## src/rtl/reg_pkg.sv

```systemverilog
// Shared defaults, sizing helper and occupancy type for the register pipeline.
package reg_pkg;

   localparam int unsigned DEFAULT_WIDTH = 8;
   localparam int unsigned DEFAULT_DEPTH = 3;
   localparam logic [DEFAULT_WIDTH-1:0] DEFAULT_RESET_VALUE = '0;

   // Ceiling log2, usable in constant expressions; clog2(1) = 0.
   function automatic int unsigned clog2(input int unsigned value);
      int unsigned result;
      int unsigned span;
      result = 0;
      span   = 1;
      while ((span < value) && (result < 32)) begin
         span   = span << 1;
         result = result + 1;
      end
      return result;
   endfunction

   typedef logic [clog2(DEFAULT_DEPTH + 1) - 1:0] occ_t;

endpackage

```

## src/rtl/reg_pipe_stage.sv

```systemverilog
// One valid+data register stage; data only loads on a real beat so bubbles never toggle it.
module reg_pipe_stage
   import reg_pkg::*;
#(
   parameter int unsigned          WIDTH       = DEFAULT_WIDTH,
   parameter logic [WIDTH-1:0]     RESET_VALUE = '0
) (
   input  logic             clk,
   input  logic             reset,
   input  logic             clear,
   input  logic             adv,
   input  logic             up_valid,
   input  logic [WIDTH-1:0] up_data,
   output logic             valid,
   output logic [WIDTH-1:0] data
);

   // Flush only drops valid; the data register keeps its last contents.
   always_ff @(posedge clk) begin
      if (reset) begin
         valid <= 1'b0;
         data  <= RESET_VALUE;
      end else begin
         if (clear) begin
            valid <= 1'b0;
         end else if (adv) begin
            valid <= up_valid;
         end
         if (adv && up_valid && !clear) begin
            data <= up_data;
         end
      end
   end

endmodule

```

## src/rtl/reg_pipeline.sv

```systemverilog
// DEPTH-stage retiming pipeline with valid/ready back-pressure, bubble collapse,
// synchronous flush and a registered occupancy count.
module reg_pipeline
   import reg_pkg::*;
#(
   parameter int unsigned      WIDTH       = DEFAULT_WIDTH,
   parameter int unsigned      DEPTH       = DEFAULT_DEPTH,
   parameter logic [WIDTH-1:0] RESET_VALUE = WIDTH'(DEFAULT_RESET_VALUE)
) (
   input  logic                         clk,
   input  logic                         reset,
   input  logic                         clear,
   input  logic [WIDTH-1:0]             in_data,
   input  logic                         in_valid,
   output logic                         in_ready,
   output logic [WIDTH-1:0]             out_data,
   output logic                         out_valid,
   input  logic                         out_ready,
   output logic [clog2(DEPTH + 1)-1:0]  occupancy
);

   localparam int unsigned CNT_W = clog2(DEPTH + 1);

   if (DEPTH == 0) begin : g_bad_depth
      $error("reg_pipeline: DEPTH must be at least 1");
   end

   logic [DEPTH:0]   adv;
   logic [DEPTH-1:0] valid;
   logic [DEPTH-1:0] up_valid;
   logic [WIDTH-1:0] data    [DEPTH];
   logic [WIDTH-1:0] up_data [DEPTH];
   logic             in_acc;
   logic             out_acc;

   assign adv[DEPTH] = out_ready;
   assign in_ready   = adv[0] & ~clear;
   assign in_acc     = in_valid & in_ready;
   assign out_valid  = valid[DEPTH-1];
   assign out_data   = data[DEPTH-1];
   assign out_acc    = out_valid & out_ready;

   for (genvar i = 0; i < int'(DEPTH); i++) begin : g_stage
      // A stage may move when any stage at or after it is empty, or the sink is ready.
      assign adv[i] = out_ready | ~(&valid[DEPTH-1:i]);

      if (i == 0) begin : g_head
         assign up_valid[i] = in_acc;
         assign up_data[i]  = in_data;
      end else begin : g_body
         assign up_valid[i] = valid[i-1];
         assign up_data[i]  = data[i-1];
      end

      reg_pipe_stage #(
         .WIDTH       (WIDTH),
         .RESET_VALUE (RESET_VALUE)
      ) u_stage (
         .clk      (clk),
         .reset    (reset),
         .clear    (clear),
         .adv      (adv[i]),
         .up_valid (up_valid[i]),
         .up_data  (up_data[i]),
         .valid    (valid[i]),
         .data     (data[i])
      );
   end

   // Net beats in minus beats out; an output drained during a flush is not double counted.
   always_ff @(posedge clk) begin
      if (reset || clear) begin
         occupancy <= '0;
      end else begin
         occupancy <= occupancy + CNT_W'(in_acc) - CNT_W'(out_acc);
      end
   end

endmodule
```

## config.mk

```make
export PLATFORM = sky130hd
export DESIGN_NAME = reg_pipeline
export DESIGN_NICKNAME = d
export VERILOG_FILES = /design/src/rtl/reg_pkg.sv /design/src/rtl/reg_pipe_stage.sv /design/src/rtl/reg_pipeline.sv
export SDC_FILE = /design/constraint.sdc
export NUM_CORES = 1
export LEC_CHECK = 0
export CAP_MARGIN = 25
export CORE_MARGIN = 5
export CORE_UTILIZATION = 51
export CTS_CLUSTER_SIZE = 20
export DETAILED_ROUTE_END_ITERATION = 8
export GPL_ROUTABILITY_DRIVEN = 0
export PLACE_DENSITY = 0.85
export REMOVE_ABC_BUFFERS = 1
export SLEW_MARGIN = 20
export SYNTH_ARGS = -nofsm -noshare
export SYNTH_HDL_FRONTEND = slang
export SYNTH_HIERARCHICAL = 1
export SYNTH_SLANG_ARGS = --single-unit
export TNS_END_PERCENT = 20
```

## constraint.sdc

```tcl
create_clock -name clk -period 1.9 [get_ports clk]
set_input_delay 0.38 -clock clk [delete_from_list [all_inputs] [get_ports clk]]
set_output_delay 0.38 -clock clk [all_outputs]
set_load 0.05 [all_outputs]
```

; Yosys cells after proc, flatten, opt, wreduce, memory -nomap -nowiden
; Index checks and enable logic that the tools add are counted.
[totals]
input_bits = 13
out_inout_bits = 12
word_cells = 30
ff_bits = 29
[op_classes]
add_sub_neg = 2
n_bitwise = 10
reduce_logical = 11
[ops]
columns = op, count
row1 = logical AND 1 bit, 6
row2 = NOT 1 bit, 4
row3 = bitwise AND 1 bit, 3
row4 = bitwise OR 1 bit, 3
row5 = AND reduction 3 bit, 1
row6 = adder 2 x 1 -> 2 bit, 1
row7 = AND reduction 2 bit, 1
row8 = OR reduction 2 bit, 1
row9 = subtractor 2 x 1 -> 2 bit, 1
row10 = zero test 1 bit, 1
row11 = logical OR 1 bit, 1

; Logic depth before layout (Yosys ltp)
[logic_depth]
word_depth = 7
ltp_mapped = 8
ltp_nobuf = 8

; Cells and area by module
; Netlist, hierarchy kept.
[modules_own_cells]
columns = mod, seq_area_each_um2, cells_per_inst, area_per_inst_um2, n_inst
row1 = reg_pipe_stage, 180.2, 38, 399.1, 3
row2 = reg_pipeline, 40.0, 16, 161.4, 1

; Worst setup path after synthesis
; Ideal clock, no wire load.
[synth_timing]
path_type = register to register
from = register g_stage[2].u_stage.valid
to = register occupancy[1]
setup_time_ns = 0.073
path_buffers = 0
stages_incl_launch_ff = 9
slack_ns = -0.012
required_time_ns = 1.827
arrival_ns = 1.839
synth_period_minus_slack_ns = 1.912
path_cell_list = dfxtp_1 -> and4b_1 -> inv_1 -> nand3b_1 -> ha_1 -> inv_1 -> ha_1 -> xnor3_1 -> nor3_2
[synth_via]
elab_chain_len = 7
elab_cells_between_ends = 8
cone_classes = add/sub: 2 / bitwise: 5 / reduce/logical: 1
[synth_rtl]
columns = element, line
row1 = from (decl), reg_pipe_stage.sv:14  ; output logic valid,
row2 = from (signal assigned), reg_pipe_stage.sv:27  ; valid <= up_valid;
row3 = AND reduction 3 bit, reg_pipeline.sv:45  ; assign adv[i] = out_ready | ~(&valid[DEPTH-1:i]);
row4 = NOT 1 bit, reg_pipeline.sv:45
row5 = bitwise OR 1 bit, reg_pipeline.sv:45
row6 = net adv[0], reg_pipeline.sv:28  ; logic [DEPTH:0] adv;
row7 = bitwise AND 1 bit, reg_pipeline.sv:37  ; assign in_ready = adv[0] & ~clear;
row8 = bitwise AND 1 bit, reg_pipeline.sv:38  ; assign in_acc = in_valid & in_ready;
row9 = adder 2 x 1 -> 2 bit, reg_pipeline.sv:75  ; occupancy <= occupancy + CNT_W'(in_acc) - CNT_W'(out_acc);
row10 = subtractor 2 x 1 -> 2 bit, reg_pipeline.sv:75
row11 = to (signal assigned), reg_pipeline.sv:75
row12 = to (decl), reg_pipeline.sv:19  ; output logic [clog2(DEPTH + 1)-1:0] occupancy
; The timed path passes the listed nets, and every way through them passes these cells.
; A chain may end at the register's enable or synchronous reset.

; Worst setup path after layout
[layout_timing]
from = register g_stage[2].u_stage.data[5]
to = output port out_data[5]
[layout_lines]
columns = element, line
row1 = from (decl), reg_pipe_stage.sv:15  ; output logic [WIDTH-1:0] data
row2 = from (signal assigned), reg_pipe_stage.sv:30  ; data <= up_data;
row3 = to (decl), reg_pipeline.sv:16  ; output logic [WIDTH-1:0] out_data,
; No word-level cell between the ends.

==> out/results.tsv <==
stage	metric	value	unit
run_status	result of the run	completed	
sta	number of endpoints failing setup at the final stage	0	
yosys	number of unique standard cell types used by synthesis	16	
min_path	class of the worst hold path	register to register	
power	power density relative to cell area	629	nW/um^2
yosys	yosys synthesis warning count	6	
worst_setup_path	data arrival time at the worst-slack endpoint	1460	ps
clock_network	total number of H-tree levels	2	
sta	time the worst path needs with I/O delays and setup	1840	ps
sta	maximum achievable frequency	544	MHz
floorplanning	Core Box Area	2520	sq um
drt	DR iter-0 viols	30	
floorplanning	die area	3800	sq um
run	number of maximum-capacitance constraint violations	0	
yosys	top-area cell type share of the netlist area	42.7	%
yosys	number of cells produced by synthesis	130	
floorplanning	# IOs	25	
drt	detailed-routing iteration count for the pre-antenna-repair pass	4	
sta	RSZ-0062 raised after global routing	false	
sta	clock skew	6.92	ps
yosys	post-synth design cell area	1360	sq um
floorplanning	Die W	61.6	microns
clock_network	clock-pin slew of the registers on the worst-case setup and hold paths	90	ps
yosys	number of register bits inferred by synthesis	29	
clock_network	Longest Clk Path Bufs	2	
worst_setup_path	critical path capture point type	output port	
drt	routed vias/inst	4.86	
layout	fillcell total	197	
worst_setup_path	total buffers and inverters traversed by the critical path	1	
global_routing	largest net degree at the start of global routing	54	
worst_setup_path	series of cell instances along the critical path	clkdlybuf4s50_1	
worst_setup_path	cell with the largest stage delay on the worst path	sky130_fd_sc_hd__clkdlybuf4s50_1	
sta	actual slew at the worst max-slew pin	495	ps
global_routing	GRT Overall Usage	14.5	%
global_routing	total gr overflow	0	
placed_design	PortBufs	24	
sta	worst hold margin	473	ps
layout	multi-input combinational cell area	733	sq um
floorplanning	Chip Height	61.6	microns
sta	post-route fraction of the period consumed by the critical path	96.8	%
sta	number of failing hold endpoints at the final stage	0	
worst_setup_path	Crit path max-delay family	buffers and inverters	
worst_setup_path	Crit Path Class	register to output port	
drt	wire length after detailed routing	2330	microns
clock_network	Clk Tree Root Cell	sky130_fd_sc_hd__clkbuf_4	
global_routing	global-route wire length before repair	3970	microns
global_routing	vias in the first global route	877	
drt	ANT nets after route	0	
clock_network	TritonCTS clock tree	yes	
layout	Antenna Cells	0	
drt	average wire length per cell after detail routing	12.1	microns
layout	Area Growth Syn to Fin	28.5	%
clock_network	clock latency on the worst-skew pair	310	ps
worst_setup_path	Critical Path Source Type	register	
layout	proportion of layout cells with a drive suffix above 1	11.7	%
drt	total via count in the routed design	938	
yosys	cell taking the most area after synthesis	sky130_fd_sc_hd__dfxtp_1	
clock_network	number of sinks driven by the clock tree	29	
layout	# nets final	178	
drt	post-route DRC violation count	0	
floorplanning	count of standard-cell rows	18	
worst_setup_path	critical path required time	1520	ps
sta	worst rel slew slack	66.9	%
clock_network	total clock buffers created by CTS	5	
worst_setup_path	largest fanout on the critical path	2	
power	Design Power	0.00110	W
yosys	Avg Cell Area, Syn	10.5	sq um
worst_setup_path	largest stage delay on the critical path	800	ps
floorplanning	starting density of the core	53.9	%
placed_design	HPWL Detailed	1690	microns
worst_setup_path	setup slack on the worst flop-to-flop path	270	ps
sta	Max Slew Vio Count	0	
yosys	leading cell types by total area after synthesis	sky130_fd_sc_hd__dfxtp_1 43%, sky130_fd_sc_hd__nand2b_1 23%, sky130_fd_sc_hd__mux2i_1 20%, sky130_fd_sc_hd__buf_6 2.5%, sky130_fd_sc_hd__and3b_1 1.9%	
layout	area used by sequential logic in the layout	581	sq um
clock_network	Setup Buffers After CTS	0	
power	peak supply drop	463	uV
yosys	part of the Yosys area used for sequential elements	42.7	%
global_routing	number of antenna violations at the first check in global routing	0	
power	LEAKAGE	0.650	nW
layout make-up:
type                       instances  area share (%)
tap                               30            2.15
clock buffer                       7            3.15
sequential                        29            33.2
inverter                           2           0.430
multi-input combinational         93            42.0
timing repair buffer              32            19.1
worst paths after layout:
check                                                  end                       start  depth (start not counted)
worst max register to register                occupancy[1]    g_stage[2].u_stage/valid                          8
worst min-delay path            g_stage[2].u_stage/data[7]  g_stage[1].u_stage/data[7]                          2
worst max-delay path                           out_data[5]  g_stage[2].u_stage/data[5]                          1
worst min register to register  g_stage[2].u_stage/data[7]  g_stage[1].u_stage/data[7]                          2
cells in the mapped netlist:
cell                        n
sky130_fd_sc_hd__nand2b_1  49
sky130_fd_sc_hd__dfxtp_1   29
sky130_fd_sc_hd__mux2i_1   27
sky130_fd_sc_hd__and3b_1    3
sky130_fd_sc_hd__buf_6      3
sky130_fd_sc_hd__clkbuf_1   3
sky130_fd_sc_hd__nor3_1     3
sky130_fd_sc_hd__ha_1       2
sky130_fd_sc_hd__inv_1      2
sky130_fd_sc_hd__nand3b_1   2
sky130_fd_sc_hd__nor3b_1    2
sky130_fd_sc_hd__and2_1     1
sky130_fd_sc_hd__and4b_1    1
sky130_fd_sc_hd__nor2_1     1
sky130_fd_sc_hd__nor3_2     1
sky130_fd_sc_hd__xnor3_1    1
layout by cell type, fill, tap and decap left out:
cell type / n
sky130_fd_sc_hd__and2_1: 1
sky130_fd_sc_hd__and3b_1: 3
sky130_fd_sc_hd__and4b_1: 1
sky130_fd_sc_hd__buf_12: 3
sky130_fd_sc_hd__buf_4: 8
sky130_fd_sc_hd__clkbuf_1: 1
sky130_fd_sc_hd__clkbuf_4: 5
sky130_fd_sc_hd__clkbuf_8: 1
sky130_fd_sc_hd__clkdlybuf4s50_1: 20
sky130_fd_sc_hd__dfxtp_1: 29
sky130_fd_sc_hd__dlymetal6s2s_1: 1
sky130_fd_sc_hd__ha_1: 2
sky130_fd_sc_hd__inv_1: 2
sky130_fd_sc_hd__mux2i_1: 27
sky130_fd_sc_hd__nand2b_1: 49
sky130_fd_sc_hd__nand3b_1: 2
sky130_fd_sc_hd__nor2_4: 1
sky130_fd_sc_hd__nor3_1: 3
sky130_fd_sc_hd__nor3_2: 1
sky130_fd_sc_hd__nor3b_1: 2
sky130_fd_sc_hd__xnor3_1: 1
cell families after synthesis:
kind of cell / synth area share (%)
multiplexers: 19.9
XOR/XNOR: 1.66
adder cells (fa/ha/maj): 1.84
AND/OR/NAND/NOR: 30.0
flip-flops: 42.7
buffers and inverters: 3.87
what timing repair did:
action / in CTS / in global routing
resized for setup: 1 / 2
endpoints found under the setup margin: 1 / 2
hold buffers: 0 / 0
registers in the layout, indices dropped and copies added (netlist names):
signal / count
g_stage.u_stage/valid: 3
occupancy: 2
g_stage.u_stage/data: 24
metal layers:
metal	track usage (%)	share of wire, %	routed length, microns	vias to the layer above
li1	-	-	-	493
met1	18.6	47	1100	418
met2	21.1	45	1060	20
met3	4.61	4.3	100	7
met4	8.48	3.2	74	0
met5	0	0	0	-
where the power goes:
part	leakage [nW]	switching, W	total [W]	internal (W)
clock network	0.0314	0.000195	0.000369	0.000174
logic	0.384	0.0000424	0.000110	0.0000680
registers	0.234	0.00000464	0.000620	0.000615
total	0.650	0.000242	0.00110	0.000858
through the flow:
| stage | cell area, sq um | worst slack (ps) | cells | utilization [%] | setup TNS [ps] |
|---|---|---|---|---|---|
| after detailed placement | 1680 | -242 | 186 | 66.7 | -1750 |
| after floorplan | 1310 | -12.0 | 124 | - | -12.0 |
| final | 1750 | 60.5 | 193 | 69.2 | 0 |
| after global routing | 1750 | 8.30 | 193 | 69.2 | 0 |
| after CTS | 1740 | 18.6 | 193 | 68.9 | 0 |
| after global placement | 1680 | -180 | 186 | 66.7 | -1490 |
No activity file was read; power rests on OpenSTA's default activity.
